===== config.mk =====
export PLATFORM = sky130hd
export DESIGN_NAME = fp_normalize_pack
export DESIGN_NICKNAME = d
export VERILOG_FILES = /design/src/rtl/fp_normalize_pack_pkg.sv /design/src/rtl/fp_normalize_pack_lzc.sv /design/src/rtl/fp_normalize_pack.sv
export SDC_FILE = /design/constraint.sdc
export NUM_CORES = 1
export LEC_CHECK = 0
export CAP_MARGIN = 30
export CORE_ASPECT_RATIO = 1.1
export CORE_MARGIN = 8
export CORE_UTILIZATION = 40
export CTS_CLUSTER_SIZE = 12
export DETAILED_ROUTE_END_ITERATION = 10
export GPL_TIMING_DRIVEN = 0
export HOLD_SLACK_MARGIN = 0.05
export PLACE_DENSITY = 0.68
export REMOVE_ABC_BUFFERS = 1
export SLEW_MARGIN = 0
export SYNTH_ARGS = -nofsm -noshare
export SYNTH_HDL_FRONTEND = slang
export SYNTH_SLANG_ARGS = --single-unit

===== constraint.sdc =====
create_clock -name clk -period 6.1 [get_ports clk]
set_input_delay 1.525 -clock clk [delete_from_list [all_inputs] [get_ports clk]]
set_output_delay 1.525 -clock clk [all_outputs]
set_load 0.01 [all_outputs]

===== src/rtl/fp_normalize_pack_pkg.sv =====
// Shared types and constants for the FP add back end (normalize, round, pack).
// Package name float_struct is what the datapath modules import.
package float_struct;

   localparam int          EXP_BIAS = 127;
   localparam int          EXP_MAX  = 255;
   localparam logic [31:0] QNAN     = 32'h7FC0_0000;

   typedef enum logic [1:0] {
      OK  = 2'b00,
      NAN = 2'b01,
      INF = 2'b10,
      NUL = 2'b11
   } states;

   typedef struct packed {
      logic        sign;
      logic [7:0]  exp;
      logic [22:0] frac;
   } float_point_num;

   // Captured adder result, before any analysis
   typedef struct packed {
      logic        sign;
      logic [7:0]  exp;
      logic [24:0] mant;
      logic [2:0]  grs;
      states       cls;
   } raw_t;

   // Adder result plus carry / leading-zero / zero detection
   typedef struct packed {
      logic        sign;
      logic [7:0]  exp;
      logic [24:0] mant;
      logic [2:0]  grs;
      states       cls;
      logic        carry;
      logic [4:0]  lzc;
      logic        zero;
   } det_t;

   // Normalized value; exp is 10-bit two's complement so underflow stays visible
   typedef struct packed {
      logic        sign;
      logic [9:0]  exp;
      logic [23:0] mant;
      logic        g;
      logic        r;
      logic        s;
      states       cls;
      logic        zero;
   } norm_t;

   function automatic float_point_num pack_fp(input logic s, input logic [7:0] e, input logic [22:0] f);
      float_point_num v;
      v.sign = s;
      v.exp  = e;
      v.frac = f;
      return v;
   endfunction

endpackage


===== src/rtl/fp_normalize_pack_lzc.sv =====
// fp_lzc24: combinational leading-zero counter for a 24-bit mantissa.
// Returns 0..23 for the index of the first set bit from the top, 24 when the input is zero.
module fp_lzc24 (
   input  logic [23:0] din,
   output logic [4:0]  cnt
);

   logic [5:0] nib_nz;
   logic [1:0] nib_cnt [6];

   // Nibble 0 is the most significant nibble
   for (genvar gi = 0; gi < 6; gi++) begin : g_nib
      logic [3:0] nib;
      assign nib         = din[23 - 4*gi -: 4];
      assign nib_nz[gi]  = |nib;
      assign nib_cnt[gi] = nib[3] ? 2'd0 :
                           nib[2] ? 2'd1 :
                           nib[1] ? 2'd2 : 2'd3;
   end

   always_comb begin
      cnt = 5'd24;
      for (int i = 5; i >= 0; i--) begin
         if (nib_nz[i]) begin
            cnt = 5'(4 * i) + {3'b000, nib_cnt[i]};
         end
      end
   end

endmodule


===== src/rtl/fp_normalize_pack.sv =====
// Normalize, round and pack the raw FP adder result into an IEEE-754 single.
// Define FP_PACK_ROUND_EN for round-to-nearest-even; otherwise the result is truncated.
module fp_normalize_pack
   import float_struct::*;
#(
   parameter int EXP_W  = 8,
   parameter int FRAC_W = 23
) (
   input  logic                    clk,
   input  logic                    rst,
   input  logic                    sign,
   input  logic [EXP_W-1:0]        exp,
   input  logic [FRAC_W+1:0]       mant,
   input  logic [2:0]              grs,
   input  logic [1:0]              in_state,
   input  logic                    arg_vld,
   output logic                    arg_rdy,
   output logic [EXP_W+FRAC_W:0]   result,
   output logic [1:0]              state,
   output logic                    res_vld,
   input  logic                    res_rdy
);

`ifdef FP_PACK_ROUND_EN
   localparam logic ROUND_EN = 1'b1;
`else
   localparam logic ROUND_EN = 1'b0;
`endif

   logic        adv;
   logic        raw_vld_q, raw_vld_d;
   logic        det_vld_q, det_vld_d;
   logic        norm_vld_q, norm_vld_d;
   logic        res_vld_q, res_vld_d;
   raw_t        raw_q, raw_d;
   det_t        det_q, det_d;
   norm_t       norm_q, norm_d;
   logic [31:0] result_q, result_d;
   states       state_q, state_d;

   logic [4:0]  lzc;
   logic [25:0] shl;
   logic        inc;
   logic        rnd_c;
   logic [22:0] frac_rnd;
   logic [9:0]  exp_rnd;

   // Whole pipeline advances together; a held output freezes every stage
   assign adv     = ~res_vld_q | res_rdy;
   assign arg_rdy = adv;

   fp_lzc24 u_lzc (
      .din (raw_q.mant[23:0]),
      .cnt (lzc)
   );

   always_comb begin
      raw_vld_d = raw_vld_q;
      raw_d     = raw_q;
      if (adv) begin
         raw_vld_d = arg_vld;
         if (arg_vld) begin
            raw_d.sign = sign;
            raw_d.exp  = exp;
            raw_d.mant = mant;
            raw_d.grs  = grs;
            raw_d.cls  = states'(in_state);
         end
      end
   end

   always_comb begin
      det_vld_d = det_vld_q;
      det_d     = det_q;
      if (adv) begin
         det_vld_d = raw_vld_q;
         if (raw_vld_q) begin
            det_d.sign  = raw_q.sign;
            det_d.exp   = raw_q.exp;
            det_d.mant  = raw_q.mant;
            det_d.grs   = raw_q.grs;
            det_d.cls   = raw_q.cls;
            det_d.carry = raw_q.mant[24];
            det_d.lzc   = lzc;
            det_d.zero  = (raw_q.mant == 25'd0) && (raw_q.grs == 3'd0);
         end
      end
   end

   always_comb begin
      norm_vld_d = norm_vld_q;
      norm_d     = norm_q;
      // Guard and round ride along with the mantissa on a left shift
      shl        = {det_q.mant[23:0], det_q.grs[2:1]} << det_q.lzc;
      if (adv) begin
         norm_vld_d = det_vld_q;
         if (det_vld_q) begin
            norm_d.sign = det_q.sign;
            norm_d.cls  = det_q.cls;
            norm_d.zero = det_q.zero;
            if (det_q.carry) begin
               norm_d.exp  = {2'b00, det_q.exp} + 10'd1;
               norm_d.mant = det_q.mant[24:1];
               norm_d.g    = det_q.mant[0];
               norm_d.r    = det_q.grs[2];
               norm_d.s    = det_q.grs[1] | det_q.grs[0];
            end else begin
               norm_d.exp  = {2'b00, det_q.exp} - {5'b00000, det_q.lzc};
               norm_d.mant = shl[25:2];
               norm_d.g    = shl[1];
               norm_d.r    = shl[0];
               norm_d.s    = det_q.grs[0];
            end
         end
      end
   end

   // A fraction wrap with the hidden bit set is a carry out of bit 23: exponent bumps, fraction is 0
   always_comb begin
      inc               = ROUND_EN & norm_q.g & (norm_q.r | norm_q.s | norm_q.mant[0]);
      {rnd_c, frac_rnd} = {1'b0, norm_q.mant[22:0]} + {23'd0, inc};
      exp_rnd           = norm_q.exp + {9'd0, rnd_c & norm_q.mant[23]};
   end

   always_comb begin
      res_vld_d = res_vld_q;
      result_d  = result_q;
      state_d   = state_q;
      if (adv) begin
         res_vld_d = norm_vld_q;
         if (norm_vld_q) begin
            if (norm_q.cls == NAN) begin
               result_d = QNAN;
               state_d  = NAN;
            end else if (norm_q.cls == INF) begin
               result_d = pack_fp(norm_q.sign, 8'hFF, 23'h0);
               state_d  = INF;
            end else if (norm_q.zero || (norm_q.cls == NUL)) begin
               result_d = 32'h0000_0000;
               state_d  = NUL;
            end else if ($signed(norm_q.exp) <= $signed(10'd0)) begin
               result_d = pack_fp(norm_q.sign, 8'h00, 23'h0);
               state_d  = NUL;
            end else if ($signed(exp_rnd) >= $signed(10'(EXP_MAX))) begin
               result_d = pack_fp(norm_q.sign, 8'hFF, 23'h0);
               state_d  = INF;
            end else begin
               result_d = pack_fp(norm_q.sign, exp_rnd[7:0], frac_rnd);
               state_d  = OK;
            end
         end
      end
   end

   always_ff @(posedge clk) begin
      if (rst) begin
         raw_vld_q  <= 1'b0;
         det_vld_q  <= 1'b0;
         norm_vld_q <= 1'b0;
         res_vld_q  <= 1'b0;
         raw_q      <= '0;
         det_q      <= '0;
         norm_q     <= '0;
         result_q   <= 32'h0000_0000;
         state_q    <= OK;
      end else begin
         raw_vld_q  <= raw_vld_d;
         det_vld_q  <= det_vld_d;
         norm_vld_q <= norm_vld_d;
         res_vld_q  <= res_vld_d;
         raw_q      <= raw_d;
         det_q      <= det_d;
         norm_q     <= norm_d;
         result_q   <= result_d;
         state_q    <= state_d;
      end
   end

   assign result  = result_q;
   assign state   = state_q;
   assign res_vld = res_vld_q;

endmodule

==> results of run 1 <==
==> worst max-delay path, stage by stage <==
cell and delay [ps]:
clkdlybuf4s50_1 400, nor2b_1 320, inv_2 160, clkdlybuf4s50_1 520
==> worst paths after layout <==
| path | to | depth (start not counted) | slack [ps] | start |
|---|---|---|---|---|
| hold reg to reg | det_q[43]$_SDFFE_PP0P_ | 2 | 450 | raw_q[36]$_SDFFE_PP0P_ |
| hold / removal | det_q[43]$_SDFFE_PP0P_ | 2 | 450 | raw_q[36]$_SDFFE_PP0P_ |
| setup reg to reg | norm_q[36]$_SDFFE_PP0P_ | 8 | 2880 | det_q[3]$_SDFFE_PP0P_ |
| setup / recovery | arg_rdy | 4 | 1650 | res_rdy |
==> cell families after synthesis <==
group	after synthesis	synth area share (%)
mux	51	8.94
compound gates	235	20.9
flops	158	41.0
simple gates	385	22.0
xor+xnor	4	0.454
buf+inv	87	5.29
fa+ha+maj	8	1.36
==> area by class of cell <==
| cell class | instances | area [um2] | share of cell area, % |
|---|---|---|---|
| Clock buffer | 21 | 460 | 4.98 |
| Inverter | 18 | 67.6 | 0.731 |
| Sequential cell | 158 | 3170 | 34.3 |
| Multi-Input combinational cell | 683 | 4150 | 44.9 |
| Clock inverter | 10 | 114 | 1.23 |
| Timing Repair Buffer | 85 | 975 | 10.5 |
| Tap cell | 247 | 309 | 3.35 |
==> cell usage after synthesis (6+ instances only) <==
cell / number / area share (%)
a2111oi_0: 6 / 0.68
a211oi_1: 19 / 1.8
a21oi_1: 109 / 7.1
a22oi_2: 20 / 3.2
and2_1: 7 / 0.57
buf_1: 6 / 0.29
buf_2: 16 / 1.0
buf_6: 6 / 0.88
clkbuf_1: 40 / 1.9
dfxtp_1: 158 / 41
ha_1: 6 / 0.97
inv_1: 15 / 0.73
mux2i_1: 34 / 4.4
mux4_2: 14 / 4.1
nand2_1: 199 / 9.7
nand3_1: 8 / 0.52
nor2_1: 78 / 3.8
nor2_2: 20 / 1.6
nor2b_1: 7 / 0.57
nor3_1: 34 / 2.2
o21ai_0: 27 / 1.8
o22ai_1: 6 / 0.49
==> metal layers <==
| metal | global-route usage, % | wire [um] |
|---|---|---|
| met1 | 21.1 | 9000 |
| met2 | 24.9 | 8660 |
| met3 | 3.89 | 913 |
| met4 | 5.29 | 244 |
| met5 | 0 | 0 |
==> flip-flops by register name (all words and copies together) (netlist names) <==
register	flops
det_vld_q	1
det_q	44
norm_vld_q	1
norm_q	37
res_vld	1
result	32
raw_vld_q	1
raw_q	39
state	2
==> stage by stage <==
stage	util [%]	setup TNS (ps)
3_3_place_gp	44.5	-96350
4_1_cts	48.5	0
3_5_place_dp	45.5	0
5_1_grt	48.5	0
2_1_floorplan	-	0
6_report	48.5	0
==> power by group through the flow <==
stage / logic [mW] / registers [mW] / clock network [mW]
final: 0.265 / 1.12 / 1.03
after detailed placement: 0.266 / 1.14 / 0
after CTS: 0.268 / 1.12 / 1.05
after floorplan: 0.162 / 1.13 / 0
after global routing: 0.296 / 1.13 / 1.10
after global placement: 0.254 / 1.14 / 0
==> out/qor.yml, run 1 <==
status: "finished, final reports clean"
die_w_um: 148
coreArea_mm2: 0.0190
seqPwrFrac_pct: 46.4
synth.cell_area_mm2: 0.00771
p_sw_share_pct: 24.9
slew_violations: 0
synthArstFlopShare_pct: 0
antenna_left: 0
most-common-layout-cells: "nand2_1 (197), dfxtp_1 (155), a21oi_1 (109)"
seq_area_frac_synth_pct: 41.0
grt_overflow: 0
final_common_cell: "nand2_1"
power_switching_uw: 602
min_path_type: "register to register"
die_y_um: 162
ctsResizeCount: 0
drt_iter0_drc: 493
wl_per_cell_um: 15.4
ys_ff_latch: 158
placed_area_mm2: 0.00866
vias: 6539
combinationalPowerShare_pct: 11.0
hold_ws_ps: 450
ys.flop_type: "dfxtp_1"
clock_sinks: 158
setup-violations-final: 0
firstDrtPassIters: 5
critPathMaxFanout: 9
leakagePower_nw: 3.08
grt_pass1_vias: 6296
routed_wirelength_um: 18800
io_pins: 79
cts_max_path_buffers: 2
internal-power_mw: 1.81
drc_errors: 0
drv_cap: 0
fin_crit_sh_pct: 72.9
max_freq_mhz: 225
syn_to_final_growth_pct: 19.8
htreeDepth: 4
rsz0062_at_grt: "no"
syn_avg_cell_area_um2: 8.31
synthCells: 928
vias_per_cell: 5.35
worst_pin_slew_ps: 1000
cp-end-kind: "primary output"
root_buffer: "clkbuf_16"
finalHoldViolCount: 0
grt_max_degree: 86
place_worst_setup_slack_ps: 1680
powerDensity_mw_per_mm2: 261
post-place-cells: 1191
cts_buffers: 17
place_hpwl_um: 13300
synth_cell_types: 63
yosysWarningCount: 0
dieArea_mm2: 0.0240
initial_core_util_pct: 40.5
postCtsHoldBufs: 0
period_needed_ps: 4450
power_frac_clock_pct: 42.6
peakVddDrop_uv: 200
critPathKind: "input port to primary output"
rows: 53
clk_pin_slew_worst_paths_ps: 60
startpoint_type: "input port"
antenna_cells: 0
antenna_found_initial: 0
fillCellCount: 1855
drive_gt1_share_pct: 11.3
p_total_mw: 2.41
post-cts-setup-buffers: 0
fin_cells: 1222
final_cell_area_mm2: 0.00924
slew_headroom_pct: 33.2
track_usage_pct: 16.0
synth_edf_count: 0
clkLatencyLatePin_ps: 420
crit_required_ps: 4580
arrival_ps: 2920
nets: 1013
setup_slack_ps: 1650
place_congestion: 0.888
fin_skew_ps: 10.6
grt_pass1_wl_um: 31700
cts_tree: "yes"
port_buffers: 78
Note: power is estimated with default switching activity, not from simulation.
==> run 2, diff against run 1 <==
--- a/config.mk
+++ b/config.mk
@@ -13,7 +13,7 @@
 export DETAILED_ROUTE_END_ITERATION = 10
 export GPL_TIMING_DRIVEN = 0
 export HOLD_SLACK_MARGIN = 0.05
-export PLACE_DENSITY = 0.68
+export PLACE_DENSITY = 0.7
 export REMOVE_ABC_BUFFERS = 1
 export SLEW_MARGIN = 0
 export SYNTH_ARGS = -nofsm -noshare
==> constraint.sdc (replaced) <==
create_clock -name clk -period 3.8 [get_ports clk]
set_input_delay 0.95 -clock clk [delete_from_list [all_inputs] [get_ports clk]]
set_output_delay 0.95 -clock clk [all_outputs]
set_load 0.01 [all_outputs]
==> run 2 against run 1 <==
- sequential power is 61% higher
- final area down 0.23%
- combinational power rose by 60%
- clock skew down 1.3 ps
- utilization is 0.11 points lower
- largest power group unchanged
==> out/qor.yml, run 2 (synthesis gave the netlist of run 1 again) <==
path_cells: "clkdlybuf4s50_1 > nor2b_1 > inv_2 > clkdlybuf4s50_1"
crit_top_cell: "clkdlybuf4s50_1"
multi_input_area_mm2: 0.00415
io_pins: 79
postCtsHoldBufs: 0
fillCellCount: 1847
ctsResizeCount: 0
status: "finished, final reports clean"
slew_violations: 0
cts_max_path_buffers: 2
coreArea_mm2: 0.0190
top_register: "det_q"
nets: 1013
die_w_um: 148
rsz0062_at_grt: "no"
hold_ws_ps: 450
grt_max_degree: 93
port_buffers: 78
track_usage_pct: 15.7
min_path_type: "register to register"
register_area_mm2: 0.00317
max_stage_delay_ps: 520
antenna_cells: 0
slew_headroom_pct: 31.7
worst_pin_slew_ps: 1020
powerDensity_mw_per_mm2: 421
critPathMaxFanout: 9
antenna_found_initial: 0
post-cts-setup-buffers: 0
startpoint_type: "input port"
max_freq_mhz: 305
final_cell_area_mm2: 0.00922
arrival_ps: 2330
most-common-layout-cells: "nand2_1 (197), dfxtp_1 (155), a21oi_1 (109)"
crit_path_top_delay_cell: "clkdlybuf4s50_1"
grt_pass1_wl_um: 31200
cts_tree: "yes"
drive_gt1_share_pct: 11.5
cp-end-kind: "primary output"
grt_overflow: 0
clk_pin_slew_worst_paths_ps: 60
die_y_um: 162
reg2reg_slack_ps: 540
finalSetupTns_ps: 0
setup_slack_ps: 524
final_common_cell: "nand2_1"
fin_crit_sh_pct: 86.2
drc_errors: 0
vias_per_cell: 5.35
antenna_left: 0
syn_to_final_growth_pct: 19.5
vias: 6532
routed_wirelength_um: 18700
place_congestion: 0.899
place_hpwl_um: 13200
cts_buffers: 17
initial_core_util_pct: 40.5
placed_area_mm2: 0.00864
drt_iter0_drc: 513
place_worst_setup_slack_ps: 485
p_total_mw: 3.88
critPathKind: "input port to primary output"
period_needed_ps: 3280
dieArea_mm2: 0.0240
peakVddDrop_uv: 327
largest_register_ff_count: 44
firstDrtPassIters: 5
finalHoldViolCount: 0
clkLatencyLatePin_ps: 430
fin_skew_ps: 9.34
crit_required_ps: 2850
top_regs: "det_q (44), raw_q (39), norm_q (37)"
wl_per_cell_um: 15.3
clock_sinks: 158
htreeDepth: 4
drv_cap: 0
leakagePower_nw: 3.08
grt_pass1_vias: 6157
root_buffer: "clkbuf_16"
rows: 53
setup-violations-final: 0
[run 2: power by group]
| group | internal [mW] | switching [mW] |
|---|---|---|
| combinational | 0.194 | 0.230 |
| clock | 0.981 | 0.677 |
| sequential | 1.72 | 0.0817 |
[run 2: path summary, 6_finish.rpt]
check	cells after the start	to	startpoint
max	4	arg_rdy	res_rdy
min	2	det_q[41]$_SDFFE_PP0P_	raw_q[34]$_SDFFE_PP0P_
max reg2reg	8	norm_q[36]$_SDFFE_PP0P_	det_q[3]$_SDFFE_PP0P_
min reg2reg	2	det_q[41]$_SDFFE_PP0P_	raw_q[34]$_SDFFE_PP0P_
[run 2: area by class of cell]
| class | instances | share of cell area [%] |
|---|---|---|
| clock buffer | 18 | 4.76 |
| clock inverter | 13 | 1.51 |
| inverter | 18 | 0.733 |
| multi-input combinational | 683 | 45.0 |
| sequential | 158 | 34.4 |
| tap | 247 | 3.35 |
| timing repair buffer | 85 | 10.3 |
[run 2: metrics by stage]
step	utilization (%)	cells
floorplan	-	859
global placement	44.5	1184
detailed placement	45.4	1191
CTS	48.4	1222
global route	48.4	1222
finish	48.4	1222
[run 2: worst max-delay path, delay by kind of cell]
kind          cells  cell delay (ps)
buf+inv           3             1080
simple gates      1              310
[run 2: routing by layer]
metal / vias to the layer above / GRT usage (%) / share of wire, %
met1: 3019 / 20.5 / 47
met3: 26 / 3.44 / 4.7
li1: 3345 / - / -
met4: 0 / 5.99 / 1.8
met2: 142 / 24.9 / 46
met5: - / 0 / 0
